## src/rtl/regfile_wb_arbiter.sv

```systemverilog
// Merges ALU and load write-backs into the single register-file write port through an in-order FIFO.
// Latency: an entry accepted at edge N is at the head in the next cycle and is written at edge N+1 when idle.
// Backpressure: AluReady/MemReady drop when the registered Count leaves too few free slots (Rd==0 is always ready).
// Optional bypass lookup of queued entries: define REGFILE_WB_BYPASS_EN.
module regfile_wb_arbiter #(
    parameter int DEPTH = 4
) (
    input  logic                     Clk,
    input  logic                     Rst,
    input  logic                     AluValid,
    input  logic [4:0]               AluRd,
    input  logic [31:0]              AluData,
    output logic                     AluReady,
    input  logic                     MemValid,
    input  logic [4:0]               MemRd,
    input  logic [31:0]              MemData,
    output logic                     MemReady,
    input  logic                     Hold,
    output logic                     RuWr,
    output logic [4:0]               Rd,
    output logic [31:0]              RuDataWr,
    input  logic [4:0]               Rs1,
    input  logic [4:0]               Rs2,
    output logic                     Byp1Hit,
    output logic                     Byp2Hit,
    output logic [31:0]              Byp1Data,
    output logic [31:0]              Byp2Data,
    output logic [$clog2(DEPTH):0]   Count,
    output logic                     Empty
);
    localparam int AW = $clog2(DEPTH);

    typedef struct packed {
        logic [4:0]  rd;
        logic [31:0] dat;
    } entry_t;

    entry_t        fifo_q [DEPTH];
    logic [AW-1:0] rd_ptr;
    logic [AW-1:0] wr_ptr;
    logic          prio;

    logic [AW:0]   free;
    logic          alu_nz;
    logic          mem_nz;
    logic          prio_tgl;
    logic          alu_push;
    logic          mem_push;
    logic          first_push;
    logic          second_push;
    entry_t        first_ent;
    entry_t        second_ent;
    logic [1:0]    n_push;
    logic          pop;

    // Free slots come from the registered Count only; a same-cycle pop is not credited.
    assign free   = (AW+1)'(DEPTH) - Count;
    assign alu_nz = AluValid && (AluRd != 5'd0);
    assign mem_nz = MemValid && (MemRd != 5'd0);

    // Ready arbitration: Rd==0 always ready, contention resolved by the round-robin pointer.
    always_comb begin
        AluReady = 1'b1;
        MemReady = 1'b1;
        prio_tgl = 1'b0;
        if (alu_nz && mem_nz) begin
            if (free >= (AW+1)'(2)) begin
                prio_tgl = 1'b1;
            end else if (free == (AW+1)'(1)) begin
                AluReady = !prio;
                MemReady = prio;
                prio_tgl = 1'b1;
            end else begin
                AluReady = 1'b0;
                MemReady = 1'b0;
            end
        end else begin
            if (AluRd != 5'd0) AluReady = (free != '0);
            if (MemRd != 5'd0) MemReady = (free != '0);
        end
    end

    assign alu_push = alu_nz && AluReady;
    assign mem_push = mem_nz && MemReady;
    assign n_push   = {1'b0, alu_push} + {1'b0, mem_push};

    // Order the two pushes so the priority source lands in the older slot.
    always_comb begin
        if (!prio) begin
            first_push  = alu_push;
            first_ent   = '{rd: AluRd, dat: AluData};
            second_push = mem_push;
            second_ent  = '{rd: MemRd, dat: MemData};
        end else begin
            first_push  = mem_push;
            first_ent   = '{rd: MemRd, dat: MemData};
            second_push = alu_push;
            second_ent  = '{rd: AluRd, dat: AluData};
        end
    end

    assign Empty    = (Count == '0);
    assign RuWr     = !Empty && !Hold;
    assign pop      = RuWr;
    assign Rd       = Empty ? 5'd0  : fifo_q[rd_ptr].rd;
    assign RuDataWr = Empty ? 32'd0 : fifo_q[rd_ptr].dat;

    // Pointer, occupancy and round-robin state; reset discards everything queued.
    always_ff @(posedge Clk) begin
        if (Rst) begin
            rd_ptr <= '0;
            wr_ptr <= '0;
            Count  <= '0;
            prio   <= 1'b0;
        end else begin
            if (pop) rd_ptr <= rd_ptr + AW'(1);
            wr_ptr <= wr_ptr + AW'(n_push);
            Count  <= Count + (AW+1)'(n_push) - (AW+1)'(pop);
            if (prio_tgl) prio <= !prio;
        end
    end

    // Entry storage; unoccupied slots are never observed so no reset is needed.
    always_ff @(posedge Clk) begin
        if (!Rst) begin
            if (first_push) fifo_q[wr_ptr] <= first_ent;
            if (second_push) fifo_q[first_push ? wr_ptr + AW'(1) : wr_ptr] <= second_ent;
        end
    end

`ifdef REGFILE_WB_BYPASS_EN
    // Scan occupied entries oldest to youngest so the youngest match wins.
    always_comb begin
        Byp1Hit  = 1'b0;
        Byp1Data = 32'd0;
        Byp2Hit  = 1'b0;
        Byp2Data = 32'd0;
        for (int k = 0; k < DEPTH; k++) begin
            if ((AW+1)'(k) < Count) begin
                if (Rs1 != 5'd0 && fifo_q[rd_ptr + AW'(k)].rd == Rs1) begin
                    Byp1Hit  = 1'b1;
                    Byp1Data = fifo_q[rd_ptr + AW'(k)].dat;
                end
                if (Rs2 != 5'd0 && fifo_q[rd_ptr + AW'(k)].rd == Rs2) begin
                    Byp2Hit  = 1'b1;
                    Byp2Data = fifo_q[rd_ptr + AW'(k)].dat;
                end
            end
        end
    end
`else
    logic unused_rs;
    assign unused_rs = ^{Rs1, Rs2};
    assign Byp1Hit   = 1'b0;
    assign Byp2Hit   = 1'b0;
    assign Byp1Data  = 32'd0;
    assign Byp2Data  = 32'd0;
`endif

endmodule

```

## config.mk

```make
export PLATFORM = sky130hd
export DESIGN_NAME = regfile_wb_arbiter
export DESIGN_NICKNAME = d
export VERILOG_FILES = /design/src/rtl/regfile_wb_arbiter.sv
export SDC_FILE = /design/constraint.sdc
export NUM_CORES = 1
export LEC_CHECK = 0
export CAP_MARGIN = 25
export CORE_MARGIN = 10
export CORE_UTILIZATION = 54
export CTS_BUF_LIST = sky130_fd_sc_hd__clkbuf_16
export DETAILED_ROUTE_END_ITERATION = 10
export PLACE_DENSITY = 0.82
export SLEW_MARGIN = 5
export SYNTH_ARGS = -nofsm -noshare
export SYNTH_HDL_FRONTEND = slang
export SYNTH_SLANG_ARGS = --single-unit
```

## constraint.sdc

```tcl
create_clock -name Clk -period 7.7 [get_ports Clk]
set_input_delay 1.155 -clock Clk [delete_from_list [all_inputs] [get_ports Clk]]
set_output_delay 1.155 -clock Clk [all_outputs]
set_load 0.005 [all_outputs]
```

==> results of run 1 <==
[synth_stat cells (all sizes together)]
cell | n | area (um^2)
nand2 | 158 | 593
o211ai | 152 | 1170
o22ai | 149 | 1110
edfxtp | 148 | 4440
buf | 125 | 863
nor2b | 113 | 707
and2 | 75 | 469
clkbuf | 39 | 146
mux4 | 37 | 833
ha | 14 | 175
nor2 | 12 | 45.0
inv | 11 | 41.3
o21ai | 11 | 58.8
dfxtp | 10 | 200
xnor2 | 6 | 52.6
a211oi | 3 | 22.5
nor3 | 3 | 15.0
o21a | 3 | 22.5
mux2i | 2 | 20.0
o211a | 2 | 20.0
or4 | 2 | 22.5
a2111oi | 1 | 15.0
a22o | 1 | 8.76
a22oi | 1 | 12.5
a32o | 1 | 10.0
a32oi | 1 | 8.76
conb | 1 | 3.75
fa | 1 | 20.0
nor3b | 1 | 7.51
o2111ai | 1 | 8.76
or2 | 1 | 6.26
or3 | 1 | 6.26
or4b | 1 | 10.0
xor2 | 1 | 8.76
[state kept, by name (all words and copies together) (netlist names), named ones only]
register and count:
prio 1, rd_ptr 2, fifo_q 148, Count 3, wr_ptr 2
[critical path, stage by stage]
cell and delay (ns):
clkdlybuf4s50_1 0.49, or4_4 0.57, o21a_1 0.29, o22ai_1 0.48, a32oi_4 0.16, buf_4 0.44
o21ai_4 0.48, buf_4 0.53
[final timing paths]
path	start	endpoint	slack [ns]	depth (start not counted)
max	AluRd[3]	fifo_q[0][32]	3.09	8
min	rd_ptr[1]	flip-flop	0.54	2
max reg2reg	Count[0]	fifo_q[0][32]	3.58	10
min reg2reg	rd_ptr[1]	flip-flop	0.54	2
[layer usage]
metal  GRT usage  share of wire
met1       0.248           0.40
met2       0.355           0.51
met3      0.0453          0.081
met4      0.0544          0.011
met5           0              0
[kinds of logic after synthesis]
kind of cell / share of synthesized area
muxes: 0.0765
xor gates and xnor gates: 0.00549
buffers and inverters: 0.0942
and+or+nand+nor: 0.169
DFF: 0.416
other: 0.000336
adders and majority gates: 0.0175
AOI/OAI and AO/OA: 0.221
[placed cells by master (no fill, tap or decap), types with 2 or more instances in the layout]
master           instances
clkbuf_16               17
dfxtp_4                  2
inv_6                    3
buf_16                   3
clkdlybuf4s50_1        122
ha_1                    13
o22ai_2                 29
buf_12                   2
conb_1                  66
a211oi_1                 3
buf_4                   11
o22ai_1                120
o211ai_1               147
nand2_1                158
and2_1                  75
o21ai_0                  6
clkinv_1                 3
or4_4                    2
nor2b_1                113
o21ai_4                  4
dfxtp_1                  7
o211ai_2                 4
nor3_1                   3
inv_1                   12
clkinv_4                 3
clkinv_2                 2
nor2_1                  12
o21a_1                   3
edfxtp_1               148
mux4_2                  37
bufinv_16                2
xnor2_1                  6
mux2i_1                  2
[power breakdown]
part / switching (mW) / total (mW) / internal [mW] / leakage [nW]
clock network: 0.341 / 0.817 / 0.476 / 0.282
registers: 0.109 / 1.32 / 1.21 / 1.44
logic: 1.29 / 2.21 / 0.927 / 2.71
total: 1.73 / 4.35 / 2.61 / 4.43
[per-stage QoR]
stage | power [mW] | hold slack, ns | setup slack (ns) | area (um^2)
final | 4.35 | 0.541 | 3.09 | 12800
after global routing | 4.61 | 0.573 | 2.95 | 12800
after CTS | 4.31 | 0.554 | 3.11 | 12700
after detailed placement | 3.48 | 0.509 | 2.71 | 12200
after global placement | 3.41 | 0.506 | 2.76 | 12100
after floorplan | 2.88 | 0.485 | 1.82 | 11400
[layout make-up]
type	count	area [um^2]	share of cell area
clock inverter	15	145	0.0113
tap	270	338	0.0263
clock buffer	17	425	0.0332
inverter	11	41.3	0.00322
multi-input combinational	820	5800	0.452
timing repair buffer	138	1430	0.111
sequential	158	4650	0.363
==> impl_metrics.yaml, run 1 <==
run_status:
  status: "finished clean"
floorplanning:
  die-area_um2: 26800
  io_pins: 199
  core.rowCount: 52
  core_um2: 20300
  start_util: 0.550
  fp.dieW_um: 164
  fp.dieH_um: 164
synth:
  yosys_warnings: 0
  ys_ff_latch: 158
  synth.avg_cell_area_um2: 10.3
  synth_cell_type_count: 41
  postSynthCellCount: 1088
  synth_area_um2: 11200
  yosysSeqAreaShare: 0.416
clocking:
  post_cts_buffers: 0
  cts_tree: "yes"
  numCtsBuffers: 17
  cts_resized: 0
  cts_hold_buf: 0
  cts_sinks: 158
  cts_root_buffer: "clkbuf_16"
  clock_latency_ns: 0.42
  cts_buffer_depth: 2
  htreeDepth: 4
  clkTransAtPathRegs_ns: 0.06
sta:
  fin_crit_ns: 4.61
  slew_viol_final: 0
  finClkSkew_ns: 0.00752
  rsz0062_at_grt: "no"
  tns_ns: 0
  worst_pin_slew_ns: 0.958
  setup_viol: 0
  hold_viol_final: 0
  min_period_over_period: 0.598
  relSlewSlack: 0.361
  fmax_mhz: 217
critical_path:
  crit_fanout: 76
  worstSetupEndpointType: "flip-flop"
  start_kind: "input pin"
  worstSetupPathType: "input pin to flip-flop"
  arrival_ns: 4.66
  crit_required_ns: 7.75
finish:
  finalNonFillerCells: 1429
  fillers: 1598
  diodes: 0
  nets: 1250
  area_growth_pct: 15.0
  final_core_util: 0.632
  drive_above_1_share: 0.114
global_route:
  grt.overflow.total: 0
  grt_pass1_vias: 8432
  grt_pass1_wl_um: 44000
  grt_usage: 0.203
  grt_max_degree: 134
  antenna_found_initial: 0
power:
  p_per_area_nw_per_um2: 339
  irDropWorstVdd_mv: 0.238
  leakage_nw: 4.43
detailed_routing:
  avgViaCountPerCell: 6.10
  drt_first_pass_iters: 6
  routedWlPerCell_um: 19.7
  drt_iter0_drc: 659
  antenna_left: 0
  drc: 0
  vias: 8716
  wl_um: 28100
placed_design:
  place_inst: 1393
  port-buffer-count: 122
  gp_congestion: 0.852
  dp_hpwl_um: 17200
flow_run:
  max_cap_viol_count: 0
min_path:
  hold_class: "flip-flop to flip-flop"
Note: power is estimated with default switching activity, not from simulation.
==> inputs of run 2 (changes only) <==
CORE_UTILIZATION = 49   (was 54)
PLACE_DENSITY = 0.78   (was 0.82)
clock period = 3.9 ns   (was 7.7 ns; I/O delays follow)
==> impl_metrics.yaml, run 2 (synthesis gave the netlist of run 1 again) <==
run_status:
  status: "finished clean"
placed_design:
  gp_congestion: 0.832
  dp_hpwl_um: 18800
  port-buffer-count: 122
power:
  power_mw: 8.73
  leakage_nw: 4.54
  irDropWorstVdd_mv: 0.502
  p_per_area_nw_per_um2: 668
clocking:
  cts_buffer_depth: 2
  cts_hold_buf: 0
  post_cts_buffers: 0
  numCtsBuffers: 17
  clkTransAtPathRegs_ns: 0.07
  clock_latency_ns: 0.43
  cts_sinks: 158
  htreeDepth: 4
  cts_root_buffer: "clkbuf_16"
  cts_tree: "yes"
sta:
  hold_viol_final: 0
  rsz0062_at_grt: "no"
  tns_ns: 0
  slew_viol_final: 0
  relSlewSlack: 0.429
  worst_pin_slew_ns: 0.857
  fin_crit_ns: 3.45
  setup_viol: 0
  fmax_mhz: 290
  min_period_over_period: 0.885
  finClkSkew_ns: 0.0124
global_route:
  grt.overflow.total: 0
  grt_usage: 0.192
  busiest_layer: "met2"
  met2_usage: 0.330
  grt_pass1_wl_um: 44500
  grt_pass1_vias: 8692
  grt_max_degree: 105
  grtUsageMet3: 0.0387
  antenna_found_initial: 1
  met1_usage: 0.228
finish:
  drive_above_1_share: 0.131
  top_register: "fifo_q"
  area_growth_pct: 17.1
  final_core_util: 0.581
  final_cell_mix: "nand2_1 (158), edfxtp_1 (148), o211ai_1 (147), clkdlybuf4s50_1 (122), o22ai_1 (120)"
  largest_register_ffs: 148
  nets: 1269
  final_common_cell: "nand2_1"
  largestRegisters: "fifo_q: 148 flops, Count: 3 flops"
detailed_routing:
  drt_iter0_drc: 621
  drc: 0
  routedWlPerCell_um: 19.6
  avgViaCountPerCell: 6.02
  antenna_left: 0
  wl_um: 28700
  vias: 8816
  drt_first_pass_iters: 5
critical_path:
  r2r-start: "Count[1]"
  slowest_stage: "dfxtp_1"
  cpLargestDelayFamily: "adder cells"
  reg2reg_depth: 17
  crit_fanout: 4
  worstSetupEndpointType: "flip-flop"
  start_kind: "flip-flop"
  cp.depth: 17
  arrival_ns: 3.75
  slowest_delay_ns: 0.41
  crit_required_ns: 4.20
  regToRegSetupSlack_ns: 0.45
  r2r_end: "Count[2]"
  cp_cell_sequence: "inv_1 -> ha_1 -> ha_2 -> nor3b_2 -> o21ai_0 -> nor2_1 -> a211oi_1 -> ha_1 -> inv_1 -> ha_1 -> inv_1 -> ha_1 -> inv_1 -> fa_1 -> xnor2_1 -> xnor2_1 -> nor2_1"
  worstSetupPathType: "flip-flop to flip-flop"
  worst-path-buf-inv: 4
flow_run:
  max_cap_viol_count: 0
min_path:
  hold_class: "flip-flop to flip-flop"
  min_from: "rd_ptr[1]"
  worstHoldEndpoint: "rd_ptr[1]"
  worstHoldPathCells: 2
floorplanning:
  die-area_um2: 29200
  core_um2: 22500
  fp.dieW_um: 171
  core.rowCount: 55
  io_pins: 199
  start_util: 0.496
  fp.dieH_um: 171
-- run 2: changes by cell type in the layout (fill, tap and decap cells not counted), sizes merged --
cell	delta
buf	+19
bufinv	-2
clkbuf	+3
clkinv	-2
clkinvlp	-1
diode	+1
inv	+2
-- run 2: metrics by stage --
stage                     hold slack, ns  setup slack [ns]  instance area, um^2  instances
final                              0.539             0.449                13100       1464
after global routing               0.591             0.138                13100       1463
after CTS                          0.536             0.327                13100       1463
after detailed placement           0.519            0.0206                12500       1431
after global placement             0.498             0.121                12500       1431
after floorplan                    0.485            0.0923                11400       1153
-- run 2: worst max path at each step --
| stage | start | endpoint |
|---|---|---|
| 3_5_place_dp | AluRd[2] | Count[2] |
| 2_1_floorplan | Count[0] | fifo_q[3][0] |
| 6_report | Count[1] | Count[2] |
| 4_1_cts | Count[1] | Count[2] |
| 3_3_place_gp | AluRd[2] | Count[2] |
| 5_1_grt | Count[0] | Count[2] |
-- run 2: timing repair --
action | 4_1_cts | 5_1_grt
gates resized for setup | 0 | 1
hold endpoints to repair | 0 | 0
endpoints found under the setup margin | 0 | 1
-- run 2: tightest hold or removal path, cell delays in order (launching register included) --
cell and delay (ns):
dfxtp_1 0.32, xor2_1 0.06, nor2_1 0.11
-- run 2: where the power goes --
group	switching (mW)	leakage (nW)	total, mW	internal, mW
Combinational	2.56	2.80	4.46	1.90
Sequential	0.234	1.44	2.62	2.39
Clock	0.708	0.295	1.65	0.942
-- run 2: final cells by class --
cell class | instances | area [um^2]
repair buffers | 157 | 1610
well taps | 285 | 357
multi-input cells | 820 | 5810
flip-flops and latches | 158 | 4650
diodes | 1 | 2.50
fillers | 1804 | 9440
clock inverters | 12 | 95.1
clock buffers | 20 | 500
inverters | 11 | 41.3
-- run 2: per-layer routing --
metal | wire length, um | up-vias
met3 | 2460 | 53
met2 | 14500 | 391
met1 | 11000 | 4211
li1 | - | 4161
met4 | 697 | 0
met5 | 0 | -
==> inputs of run 3 (changes only) <==
CORE_UTILIZATION = 35   (was 49)
PLACE_DENSITY = default   (was 0.78)
==> impl_metrics.yaml, run 3 (synthesis gave the netlist of run 1 again) <==
run_status:
  status: "finished clean"
min_path:
  hold_class: "flip-flop to flip-flop"
  worstHoldEndpoint: "rd_ptr[1]"
  min_from: "rd_ptr[1]"
  worstHoldPathCells: 2
clocking:
  cts_tree: "yes"
  clkTransAtPathRegs_ns: 0.06
  cts_buffer_depth: 2
  cts_root_buffer: "clkbuf_16"
  clock_latency_ns: 0.42
  post_cts_buffers: 0
  numCtsBuffers: 17
  cts_sinks: 158
  htreeDepth: 4
  cts_resized: 0
  cts_hold_buf: 0
finish:
  drive_above_1_share: 0.127
  area_growth_pct: 18.2
  top_register: "fifo_q"
  final_cell_mix: "nand2_1 (158), edfxtp_1 (148), o211ai_1 (147), clkdlybuf4s50_1 (122), o22ai_1 (120)"
  largestRegisters: "fifo_q: 148 flops, Count: 3 flops"
  diodes: 0
  final_common_cell: "nand2_1"
  fillers: 3003
  nets: 1265
  final_core_util: 0.419
  finalNonFillerCells: 1576
  largest_register_ffs: 148
critical_path:
  crit_required_ns: 4.19
  r2r-start: "Count[0]"
  worstSetupPathType: "flip-flop to flip-flop"
  worstSetupEndpointType: "flip-flop"
  reg2reg_depth: 17
  crit_fanout: 4
  start_kind: "flip-flop"
  arrival_ns: 3.74
  r2r_end: "Count[2]"
  regToRegSetupSlack_ns: 0.45
detailed_routing:
  routedWlPerCell_um: 19.3
  drt_iter0_drc: 604
  avgViaCountPerCell: 5.51
  vias: 8678
  antenna_left: 0
  drt_first_pass_iters: 5
  drc: 0
  wl_um: 30500
power:
  power_mw: 8.75
  irDropWorstVdd_mv: 0.495
  leakage_nw: 4.52
  p_per_area_nw_per_um2: 663
placed_design:
  port-buffer-count: 122
  pre_cts_ws_ns: 0.0700
  place_inst: 1544
  gp_congestion: 0.821
  dp_hpwl_um: 19900
sta:
  setup_viol: 0
  finClkSkew_ns: 0.00860
  relSlewSlack: 0.402
  hold_viol_final: 0
  setup_ws_ns: 0.449
  rsz0062_at_grt: "no"
  worst_pin_slew_ns: 0.896
  slew_viol_final: 0
  fin_crit_ns: 3.45
  tns_ns: 0
  fmax_mhz: 290
  min_period_over_period: 0.885
global_route:
  grt_usage: 0.154
  antenna_found_initial: 0
  grt_pass1_wl_um: 48000
  grt_max_degree: 105
  grt_pass1_vias: 8724
  grt.overflow.total: 0
floorplanning:
  die-area_um2: 39400
  fp.dieH_um: 199
  core_um2: 31500
  start_util: 0.355
  fp.dieW_um: 199
  io_pins: 199
  core.rowCount: 65
flow_run:
  max_cap_viol_count: 0
[run 3: cell count changes in the layout (fill, tap and decap cells not counted)]
cell,before,now
clkbuf_16,20,17
inv_6,4,5
inv_8,1,2
nor3b_1,0,1
buf_4,25,18
buf_12,10,13
nor3b_2,1,0
clkinv_4,4,5
bufinv_16,0,1
diode_2,1,0
inv_4,1,0
[run 3: worst max-delay path, stage by stage (launching register included)]
cell and delay (ns):
dfxtp_1 0.41, inv_1 0.11, ha_1 0.22, ha_2 0.34
nor3b_1 0.30, o21ai_0 0.19, nor2_1 0.12, a211oi_1 0.06
ha_1 0.31, inv_1 0.04, ha_1 0.26, inv_1 0.05
ha_1 0.12, inv_1 0.05, fa_1 0.38, xnor2_1 0.18
xnor2_1 0.14, nor2_1 0.05
[run 3: worst max path at each step]
stage               startpoint      endpoint  slack [ns]  cells after the start
CTS                   Count[0]      Count[2]        0.46                     17
detailed placement    AluRd[2]      Count[2]        0.07                     15
global route          Count[0]      Count[2]        0.18                     17
floorplan             Count[0]  fifo_q[3][0]        0.09                     10
global placement      AluRd[2]      Count[2]        0.08                     15
finish                Count[0]      Count[2]        0.45                     17
[run 3: layer usage]
metal  global-route usage  vias up  wire (um)
li1                     -     4164          -
met1                0.198     4222      13300
met2                0.263      262      15100
met3               0.0308       30       1710
met4               0.0331        0        363
met5                    0        -          0
[run 3: through the flow]
| stage | hold WS [ns] | area (um^2) |
|---|---|---|
| 3_3_place_gp | 0.510 | 12600 |
| 4_1_cts | 0.546 | 13200 |
| 2_1_floorplan | 0.485 | 11400 |
| 6_report | 0.543 | 13200 |
| 3_5_place_dp | 0.519 | 12600 |
| 5_1_grt | 0.584 | 13200 |
[run 3: layout make-up]
class | count | area (um^2) | area share
Clock buffer | 17 | 425 | 0.0323
Clock inverter | 15 | 148 | 0.0112
Multi-Input combinational cell | 820 | 5800 | 0.440
Timing Repair Buffer | 153 | 1620 | 0.123
Sequential cell | 158 | 4650 | 0.353
Tap cell | 402 | 503 | 0.0381
Inverter | 11 | 41.3 | 0.00313
[run 3: where the power goes]
| part | internal, mW | switching (mW) | total (mW) |
|---|---|---|---|
| sequential | 2.39 | 0.200 | 2.59 |
| combinational | 1.93 | 2.61 | 4.55 |
| clock | 0.898 | 0.718 | 1.62 |
==> edit: new RTL, config.mk and constraints of run 2 <==
The option `REGFILE_WB_BYPASS_EN` is turned on by a define.
--- a/src/rtl/regfile_wb_arbiter.sv
+++ b/src/rtl/regfile_wb_arbiter.sv
@@ -2,6 +2,8 @@
 // Latency: an entry accepted at edge N is at the head in the next cycle and is written at edge N+1 when idle.
 // Backpressure: AluReady/MemReady drop when the registered Count leaves too few free slots (Rd==0 is always ready).
 // Optional bypass lookup of queued entries: define REGFILE_WB_BYPASS_EN.
+`define REGFILE_WB_BYPASS_EN
+
 module regfile_wb_arbiter #(
     parameter int DEPTH = 4
 ) (
Function: changed (a bounded check fails within 4 cycles, from zero or initial values and one cycle with Rst high).
==> edit against run 2 <==
  * Sequential cell count unchanged
  * Total power up 32%
  * Fmax shrank 11%
  * Worst hold slack better by 0.098 ns
  * Wire length is 89% higher
  * Setup slack worse by 0.43 ns
  * Non-clock buffer count rose by 182
  * Synthesized area up 41%
  * Cell area grew 53%
  * Core utilization rose by 5.3 points
  * Final cell count increased by 50%
  * Critical endpoint is now Byp1Data[2]
==> edit: results (changes against run 2) <==
DR WL/cell 24.75 um (was 19.60 um); Vias 15090 (was 8816); worst hold path type reg -> reg (unchanged); biggest regs fifo_q: 148 flops, Count: 3 flops (unchanged); first-pass GRT wire length 82.18 mm (was 44.48 mm); H-tree depth reported by CTS 4 (unchanged); CP max stage cell mux4_2 (was dfxtp_1); post-synth top area share 0.2819 (was 0.3983); outcome complete, no violations (unchanged); initial drt markers 1331 (was 621); layout cells sized above 1 0.2740 (was 0.1307); largest cells by area after synthesis edfxtp_1 28%, mux4_2 21%, o211ai_1 7.3%, o22ai_1 6.0%, nand2_1 5.2% (was edfxtp_1 40%, o211ai_1 9.9%, mux4_2 7.5%, o22ai_1 6.7%, nor2b_1 6.3%); register area share after synthesis 0.2946 (was 0.4162); CTS buffer count 17 (unchanged); non-filler cells, final 2193 (was 1464); Worst EP arrival 3.30 ns (was 3.75 ns); largest net degree at the start of global routing 94 (was 105); Clock Latency Late Sink 0.43 ns (about the same); Post-Syn Nets 1695; Synth Area per Inst 9.909 sq um (was 10.26 sq um); cell family with most CP delay buffers and inverters (was adder cells); Root Driver clkbuf_16 (unchanged); Critical Path Max Stage Delay 0.54 ns (was 0.41 ns); Distinct cells, synth 51 (was 41); # placed instances 2119 (was 1431); port buffer count 198 (was 122); gr usage total 0.2628 (was 0.1923); VDD IR max 476.6 uV (was 502.0 uV); DP HPWL 36.73 mm (was 18.84 mm); routability cong. 0.9170 (was 0.8323); slew margin rel. 0.3681 (was 0.4289); Fill cells 2405 (was 1804); initial antenna violation count 4 (was 1); vias in the first global route 14430 (was 8692); P_leak 6.570 nW (was 4.539 nW); Max FO, Critical Path 24 (was 4); setup bufs post-CTS 23 (was 0); Final nets 1879 (was 1269); CTS resizes 147 (was 0); most common library cells after synthesis 217 x nand2_1, 154 x o211ai_1, 150 x o22ai_1, 148 x edfxtp_1, 144 x mux4_2 (was 158 x nand2_1, 148 x edfxtp_1, 147 x o211ai_1, 120 x o22ai_1, 113 x nor2b_1); skew final 0.01200 ns (was 0.01235 ns)
edit: cell types whose count changed after synthesis, sizes merged, moves of 31 or more:
cell	delta
a211oi	+39
a31oi	+31
buf	-49
clkbuf	+59
mux4	+107
nand2	+59
nor2	+40
nor3	+39
nor3b	+31
edit: layout make-up:
cell class / instances / area, sq um / area share
multi-input cells: 1246 / 10910 / 0.5447
clock inverters: 15 / 167.7 / 0.008370
repair buffers: 339 / 3307 / 0.1651
diodes: 3 / 7.507 / 0.0003748
flip-flops and latches: 158 / 4661 / 0.2327
clock buffers: 17 / 425.4 / 0.02124
inverters: 13 / 48.80 / 0.002436
well taps: 402 / 503.0 / 0.02511
edit: path summary, 6_finish.rpt:
path,start,to,slack [ns],depth (start not counted)
setup / recovery,rd_ptr[1],Byp1Data[2],0.02,11
hold / removal,prio,prio,0.64,3
setup reg to reg,Count[0],Count[2],0.35,17
hold reg to reg,prio,prio,0.64,3
edit: layer usage:
layer  up-vias  GRT usage  share of wire
met4         2     0.1063          0.040
met3       155    0.05248           0.11
li1       6662          -              -
met2      1000     0.4282           0.48
met5         -          0        0.00013
met1      7273     0.3365           0.37
edit: worst register-to-register path, cell delays in order (launching register included):
cell and delay [ns]:
dfxtp_1 0.33, inv_1 0.09, ha_1 0.22, ha_2 0.34, nor3b_1 0.33, o21ai_0 0.25
nor2_1 0.14, a211oi_1 0.06, ha_1 0.30, inv_1 0.05, ha_1 0.26, inv_1 0.06
ha_1 0.13, inv_1 0.05, fa_1 0.43, xnor2_1 0.19, xnor2_1 0.14, nor2_1 0.05
edit: cells by family (layout without fill, tap and decap cells):
logic type / count (synthesis) / after routing / share of synthesized area
fa+ha+maj: 15 / 15 / 0.01238
simple gates: 565 / 565 / 0.1910
compound gates: 447 / 447 / 0.1987
xor+xnor: 42 / 42 / 0.02333
other cells: 0 / 3 / 0
flops: 158 / 158 / 0.2946
mux: 177 / 177 / 0.2268
buf+inv: 187 / 384 / 0.05325
edit: metrics by stage:
step                      worst slack (ns)  hold slack [ns]    util  TNS [ns]  cell area [sq um]
after floorplan                   -0.07309           0.5714       -    -5.408              15800
after global placement             -0.4545           0.6346  0.5907    -10.96              18690
after detailed placement           -0.3038           0.6156  0.5908    -6.361              18690
after CTS                          -0.1215           0.6375  0.6273   -0.3271              19850
after global routing              -0.06838           0.7007  0.6329   -0.3253              20020
final                              0.01579           0.6366  0.6331         0              20030
edit: report_power, final:
group | internal, mW | switching [mW] | leakage (nW)
clock network | 0.862 | 0.810 | 0.292
registers | 2.36 | 0.276 | 1.44
logic | 3.23 | 4.01 | 4.84
total | 6.45 | 5.10 | 6.57
